## src/rtl/mrs_8_arb_pkg.sv

```systemverilog
// Shared encodings and widths for the two-port shifter arbiter and its datapath.
package mrs_8_arb_pkg;

    localparam int DATA_W = 8;
    localparam int AMT_W  = 3;

    localparam logic [1:0] MODE_ROR = 2'b00;
    localparam logic [1:0] MODE_ROL = 2'b01;
    localparam logic [1:0] MODE_SHR = 2'b10;
    localparam logic [1:0] MODE_SHL = 2'b11;

    localparam logic SRC_A = 1'b0;
    localparam logic SRC_B = 1'b1;

    typedef enum logic {
        ST_EMPTY = 1'b0,
        ST_FULL  = 1'b1
    } out_state_e;

endpackage

```

## src/rtl/mrs_8_arb_shifter.sv

```systemverilog
// mrs_8: combinational 8-bit masking rotating shifter (rotate/logical shift, either direction).
module mrs_8
    import mrs_8_arb_pkg::*;
(
    input  logic [DATA_W-1:0] mrsdata,
    input  logic [AMT_W-1:0]  mrssel,
    input  logic [1:0]        mode,
    output logic [DATA_W-1:0] mrsout
);

    logic [AMT_W:0]    inv_sel;
    logic [DATA_W-1:0] shr_v;
    logic [DATA_W-1:0] shl_v;

    // Shifting by 8 empties the 8-bit value, so amount 0 leaves rotates unchanged.
    always_comb begin
        inv_sel = 4'd8 - {1'b0, mrssel};
        shr_v   = mrsdata >> mrssel;
        shl_v   = mrsdata << mrssel;
        mrsout  = mrsdata;
        case (mode)
            MODE_ROR: mrsout = shr_v | (mrsdata << inv_sel);
            MODE_ROL: mrsout = shl_v | (mrsdata >> inv_sel);
            MODE_SHR: mrsout = shr_v;
            MODE_SHL: mrsout = shl_v;
            default:  mrsout = mrsdata;
        endcase
    end

endmodule

```

## src/rtl/mrs_8_arb.sv

```systemverilog
// Two-port arbiter feeding one shared mrs_8 shifter, with a one-entry registered result stage.
//   state    | meaning
//   ST_EMPTY | no result held, r_valid = 0
//   ST_FULL  | result held in r_data/r_src, r_valid = 1
module mrs_8_arb
    import mrs_8_arb_pkg::*;
#(
    parameter bit FAIR = 1'b1
) (
    input  logic              clk,
    input  logic              rst,
    input  logic              a_valid,
    output logic              a_ready,
    input  logic [DATA_W-1:0] a_data,
    input  logic [AMT_W-1:0]  a_amt,
    input  logic [1:0]        a_mode,
    input  logic              b_valid,
    output logic              b_ready,
    input  logic [DATA_W-1:0] b_data,
    input  logic [AMT_W-1:0]  b_amt,
    input  logic [1:0]        b_mode,
    output logic              r_valid,
    input  logic              r_ready,
    output logic [DATA_W-1:0] r_data,
    output logic              r_src
);

    out_state_e        state_q, state_d;
    logic [DATA_W-1:0] data_q, data_d;
    logic              src_q, src_d;
    logic              prio_q, prio_d;

    logic              grant_a, grant_b, can_accept, accept;
    logic [DATA_W-1:0] g_data;
    logic [AMT_W-1:0]  g_amt;
    logic [1:0]        g_mode;
    logic [DATA_W-1:0] shift_out;

    always_comb begin
        grant_b    = b_valid & (~a_valid | (FAIR & prio_q));
        grant_a    = a_valid & ~grant_b;
        can_accept = (state_q == ST_EMPTY) | r_ready;
        a_ready    = grant_a & can_accept & ~rst;
        b_ready    = grant_b & can_accept & ~rst;
        accept     = a_ready | b_ready;
        g_data     = grant_b ? b_data : a_data;
        g_amt      = grant_b ? b_amt  : a_amt;
        g_mode     = grant_b ? b_mode : a_mode;
    end

    mrs_8 u_mrs_8 (
        .mrsdata (g_data),
        .mrssel  (g_amt),
        .mode    (g_mode),
        .mrsout  (shift_out)
    );

    always_comb begin
        state_d = state_q;
        data_d  = data_q;
        src_d   = src_q;
        prio_d  = prio_q;
        case (state_q)
            ST_EMPTY: if (accept) state_d = ST_FULL;
            ST_FULL:  if (r_ready && !accept) state_d = ST_EMPTY;
            default:  state_d = ST_EMPTY;
        endcase
        if (accept) begin
            data_d = shift_out;
            src_d  = b_ready ? SRC_B : SRC_A;
            // Pointer hands preference to whichever side just lost.
            if (FAIR) prio_d = a_ready;
        end
    end

    always_ff @(posedge clk) begin
        if (rst) begin
            state_q <= ST_EMPTY;
            data_q  <= '0;
            src_q   <= SRC_A;
            prio_q  <= 1'b0;
        end else begin
            state_q <= state_d;
            data_q  <= data_d;
            src_q   <= src_d;
            prio_q  <= prio_d;
        end
    end

    assign r_valid = (state_q == ST_FULL);
    assign r_data  = data_q;
    assign r_src   = src_q;

endmodule

```

## config.mk

```make
export PLATFORM = sky130hd
export DESIGN_NAME = mrs_8_arb
export DESIGN_NICKNAME = d
export VERILOG_FILES = /design/src/rtl/mrs_8_arb_pkg.sv /design/src/rtl/mrs_8_arb_shifter.sv /design/src/rtl/mrs_8_arb.sv
export SDC_FILE = /design/constraint.sdc
export NUM_CORES = 1
export LEC_CHECK = 0
export CAP_MARGIN = 10
export CORE_ASPECT_RATIO = 1.75
export CORE_MARGIN = 1
export CORE_UTILIZATION = 35
export DETAILED_ROUTE_END_ITERATION = 16
export PLACE_DENSITY_LB_ADDON = 0.1
export SLEW_MARGIN = 20
export SYNTH_ARGS = -nofsm -noshare
export SYNTH_HDL_FRONTEND = slang
export SYNTH_SLANG_ARGS = --single-unit
```

## constraint.sdc

```tcl
create_clock -name clk -period 3.85 [get_ports clk]
set_input_delay 0.5775 -clock clk [delete_from_list [all_inputs] [get_ports clk]]
set_output_delay 0.5775 -clock clk [all_outputs]
set_load 0.1 [all_outputs]
```

==> reports/qor.txt, run 1 <==
final instance area - 2940 sq um
cell count along the critical path - 7
RSZ-0062 raised after global routing - false
placer congestion estimate - 0.991
Seq pwr share - 0.166
Rows - 39
HP Class - reg2reg
setup slack after layout - 0.918 ns
clock slew at reported path FFs - 0.04 ns
Root Buffer - clkbuf_16
synth warn - 0
Area Growth Syn to Fin - 22.2%
post-DP HPWL - 7470 um
Mapped Area - 2400 sq um
CTS tree - done
area of the multi-input gates - 1990 sq um
drt wl/cell - 21.3 um
ys flop type - dfxtp_1
vias per inst - 6.51
top post-synthesis cells by count - a21oi_1 (30), mux2i_1 (25), nor2_1 (25), nand2_1 (21), buf_2 (19)
FF-to-FF Start - prio_q$_SDFFE_PP0P_
Slew @ Worst Pin - 0.969 ns
WHS Endpoint - r_src$_SDFFE_PP0P_
outcome - complete, no violations
post-synthesis register bit count - 11
drt drc - 0
Syn Area/Cell - 7.32 sq um
Final ANT Viol Nets - 0
VDD IR max - 0.0952 mV
Sink Count - 11
H-tree Lvls - 1
Final Hold Fails - 0
largest net degree at the start of global routing - 26
relative slew slack - 0.352
Die Ht - 112 um
ys async rst share - 0
CP Max Fanout - 18
Max Freq - 341 MHz
Cell variety after synth - 70
clk_skew - 0.00150 ns
critical path's most frequent cell - a311oi_1
CP top delay family - buffers and inverters
CP max-delay cell - clkdlybuf4s50_1
initial antenna violation count - 0
max cap viols - 0
WL final - 9310 um
final setup fails - 0
core region area - 6590 sq um
CTS Buf Count - 3
Die ar. - 7210 sq um
power share of the clock group - 0.240
fraction of layout cells with a size suffix above 1 - 0.124
EDFF count, synth - 0
setup slack, reg-to-reg - 1.56 ns
cts hold-fix bufs - 0
Fillers - 698
CTS resizes - 0
cell internal pwr - 430 uW
crit path kind - in2reg
Hold Path Depth - 2
crit path capture type - flip-flop
sequential area share after synthesis - 0.0917
GRT overflow - 0
CP peak stage delay - 0.99 ns
vias in the first global route - 2724
CP bufs+invs - 2
I/O Pins - 43
Syn Nets - 359
Worst Path Arrival - 3.04 ns
Global Route Usage Sum - 0.264
r2r worst-path depth - 5
Synth top area share - 0.104
LEAKAGE - 0.00105 uW
Tmin final - 2.93 ns
CP cell instances - clkdlybuf4s50_1 > buf_4 > mux2_2 > o21ai_0 > a21oi_1 > a311oi_1 > a311oi_1
Worst Hold Launch - r_src$_SDFFE_PP0P_
setup TNS - 0 ns
WP data required - 3.95 ns
# diodes - 0
via count - 2853
placed cell area - 2860 sq um
Iteration-0 DRC Markers - 167
Pwr Density - 271 nW/um^2
period utilization - 0.762
drt first pass iters - 5
post-CTS setup buffer count - 0
Synth area leaders - mux2i_1 (10%), dfxtp_1 (9.2%), a21oi_1 (6.3%)
max-slew violations - 0
buffers added on ports - 42
Post-Synthesis Cells - 328
Worst-Skew Late Latency - 0.24 ns
most frequent cell after synthesis - a21oi_1
proportion of power drawn by combinational gates - 0.594
pre-CTS WS - 0.708 ns
Die Span X - 64.6 um
initial core utilization - 0.365
Nets - 388
switching fraction of total power - 0.461
Fin Hold WS - 0.477 ns
first-pass GRT wire length - 14500 um
FF/Latch Area - 220 sq um
CP Launch Type - input port
CTS max path bufs - 2
dominant cell type by area after synthesis - mux2i_1
RR Endpoint - r_data[7]$_SDFFE_PP0P_
Psw - 367 uW
[per-layer routing]
layer	vias to the layer above	wire, um	track usage
li1	1340	-	-
met3	49	443	0.0195
met4	0	746	0.216
met1	1322	3450	0.281
met5	-	0	0
met2	142	4670	0.459
[cell type report]
type | count | share of cell area
multi-input combinational | 282 | 0.676
timing repair buffer | 54 | 0.181
sequential | 11 | 0.0750
tap | 82 | 0.0349
clock buffer | 4 | 0.0268
inverter | 5 | 0.00639
[sequential cells by signal (all words and copies together) (netlist names)]
register,count
r_src,1
r_valid,1
r_data,8
prio_q,1
[tightest hold or removal path: stages, from the launching register on]
cell     delay (ns)
dfxtp_1        0.30
o21ai_0        0.07
a21oi_1        0.06
[metrics by stage]
step	power (uW)	util	cells
2_1_floorplan	459	-	328
3_3_place_gp	600	0.434	434
3_5_place_dp	598	0.434	434
4_1_cts	793	0.446	438
5_1_grt	831	0.446	438
6_report	797	0.446	438
[power groups by stage]
| stage | Sequential, uW | Clock, uW | Combinational [uW] |
|---|---|---|---|
| 2_1_floorplan | 213 | 0 | 246 |
| 3_3_place_gp | 134 | 0 | 466 |
| 3_5_place_dp | 135 | 0 | 463 |
| 4_1_cts | 133 | 195 | 465 |
| 5_1_grt | 134 | 199 | 499 |
| 6_report | 133 | 191 | 473 |
[cell families after synthesis]
kind of cell,count (synthesis),synth area share
and+or+nand+nor,120,0.275
buffers and inverters,35,0.0818
AOI/OAI and AO/OA,119,0.348
muxes,38,0.185
xor gates and xnor gates,5,0.0182
DFF,11,0.0917
[worst max path at each step]
stage,end,start,slack (ns)
2_1_floorplan,b_ready,b_valid,0.12
6_report,r_data[6]$_SDFFE_PP0P_,b_amt[0],0.92
3_3_place_gp,r_data[6]$_SDFFE_PP0P_,b_amt[0],0.73
4_1_cts,r_data[6]$_SDFFE_PP0P_,b_amt[0],0.95
5_1_grt,r_data[4]$_SDFFE_PP0P_,b_amt[1],0.72
3_5_place_dp,r_data[6]$_SDFFE_PP0P_,b_amt[0],0.71
[cell usage in the layout, fill, tap and decap left out, types with 7 or more instances in the layout]
cell	netlist	routed
a211oi_1	10	10
a21oi_1	30	30
a31oi_1	11	11
buf_4	3	12
clkdlybuf4s50_1	0	40
dfxtp_1	11	11
mux2i_1	25	25
nand2_1	21	21
nand2b_1	11	11
nand3_1	9	9
nor2_1	25	25
nor2b_1	7	7
nor3_1	11	11
o21ai_0	12	12
(Power assumes the default switching activity.)
==> run 2, diff against run 1 <==
==> constraint.sdc (replaced) <==
create_clock -name clk -period 2.5 [get_ports clk]
set_input_delay 0.375 -clock clk [delete_from_list [all_inputs] [get_ports clk]]
set_output_delay 0.375 -clock clk [all_outputs]
set_load 0.1 [all_outputs]
==> run 2 against run 1 <==
  * Routed wire length up 18%
  * Clock power increased by 59%
  * Final cell count up 18%
  * Hold slack better by 0.0082 ns
  * Critical path type unchanged
  * Flip-flop and latch count did not move
  * First-iteration DRC count up 70%
  * Setup slack worse by 0.79 ns
  * Cell area grew 21%
  * Via count is 11% higher
  * Die area did not move
==> reports/qor.txt, run 2 (synthesis results as in run 1) <==
GRT overflow - 0
Die Ht - 112 um
CP Launch Type - input port
Rows - 39
Crit. Startpoint - a_amt[1]
WL final - 10900 um
VDD IR max - 0.187 mV
Final ANT Viol Nets - 0
first-pass GRT wire length - 17200 um
HP Class - reg2reg
FF/Latch Area - 220 sq um
Root Buffer - clkbuf_16
Worst Path Arrival - 2.49 ns
commonest non-fill, non-tap cells in the layout - buf_4 (97), a21oi_1 (30), clkdlybuf4s50_1 (30)
fraction of layout cells with a size suffix above 1 - 0.309
Post-Place Cells - 512
Worst-Skew Late Latency - 0.24 ns
relative slew slack - 0.591
vias per inst - 6.12
RR Endpoint - r_data[1]$_SDFFE_PP0P_
post-CTS setup buffer count - 0
WP data required - 2.61 ns
H-tree Lvls - 1
Largest register FFs - 8
vias in the first global route - 3121
Finished Layout Cells - 516
max cap viols - 0
Tmin final - 2.37 ns
drt first pass iters - 5
Final Hold Fails - 0
Area Growth Syn to Fin - 47.5%
commonest non-fill, non-tap cell in the layout - buf_4
RSZ-0062 raised after global routing - false
Worst Hold Launch - r_src$_SDFFE_PP0P_
area of the multi-input gates - 1990 sq um
Global Route Usage Sum - 0.319
Max Freq - 421 MHz
Nets - 466
Die Span X - 64.6 um
crit path capture type - flip-flop
setup slack, reg-to-reg - 0.41 ns
LEAKAGE - 0.00145 uW
CTS max path bufs - 2
buffers added on ports - 42
final instance area - 3540 sq um
initial antenna violation count - 0
clk_skew - 0.00210 ns
FF-to-FF Start - prio_q$_SDFFE_PP0P_
crit path kind - in2reg
Critical Path Sink - r_data[0]$_SDFFE_PP0P_
drt wl/cell - 21.2 um
period utilization - 0.950
drt drc - 0
placed cell area - 3460 sq um
Fin Hold WS - 0.485 ns
initial core utilization - 0.365
max-slew violations - 0
I/O Pins - 43
CTS Buf Count - 3
largest net degree at the start of global routing - 30
Die ar. - 7210 sq um
final setup fails - 0
Iteration-0 DRC Markers - 284
outcome - complete, no violations
Pwr Density - 389 nW/um^2
# diodes - 0
Fillers - 656
r2r worst-path depth - 7
CP Max Fanout - 13
clock slew at reported path FFs - 0.04 ns
CTS tree - done
placer congestion estimate - 0.978
Slew @ Worst Pin - 0.614 ns
via count - 3158
post-DP HPWL - 9060 um
Sink Count - 11
core region area - 6590 sq um
[run 2: critical path, stage by stage]
cell and delay (ns):
clkdlybuf4s50_1 0.50, buf_4 0.18, buf_4 0.21, mux2i_1 0.36, o21ai_1 0.13, a211oi_1 0.27, buf_4 0.18, o21ai_1 0.07
nand3_1 0.09, a41oi_1 0.11
[run 2: cell type report]
cell class                      count  share of cell area
Clock buffer                        4              0.0222
Inverter                            5             0.00530
Multi-Input combinational cell    282               0.563
Sequential cell                    11              0.0621
Tap cell                           82              0.0290
Timing Repair Buffer              132               0.319
[run 2: repair_timing]
action | CTS | global route
gates resized for setup | 0 | 1
endpoints found under the setup margin | 0 | 1
hold buffers | 0 | 0
[run 2: through the flow]
step	TNS (ns)	worst slack, ns	utilization	total power, uW
after detailed placement	-0.369	-0.120	0.525	1060
after global placement	-0.319	-0.100	0.525	1070
final	0	0.125	0.538	1380
after floorplan	0	0.00360	-	707
after global routing	0	0.0273	0.538	1440
after CTS	0	0.141	0.537	1370
[run 2: worst min path at each step]
stage                                   to  slack [ns]  cells after the start
CTS                     r_src$_SDFFE_PP0P_        0.49                      2
global route        r_data[5]$_SDFFE_PP0P_        0.51                      2
detailed placement      r_src$_SDFFE_PP0P_        0.49                      2
floorplan              prio_q$_SDFFE_PP0P_        0.46                      1
finish                  r_src$_SDFFE_PP0P_        0.49                      2
global placement        r_src$_SDFFE_PP0P_        0.47                      2
[run 2: power breakdown]
| group | internal (uW) | switching (uW) |
|---|---|---|
| Clock | 215 | 88.3 |
| Combinational | 356 | 514 |
| Sequential | 195 | 9.52 |
| Total | 765 | 612 |
[run 2: layer usage]
metal  vias to the layer above  routed length [um]  GRT usage  share of wire
li1                       1494                   -          -              -
met1                      1493                4140      0.359           0.38
met2                       132                5580      0.558           0.51
met3                        39                 423     0.0154          0.039
met4                         0                 802      0.224          0.073
met5                         -                   0          0              0
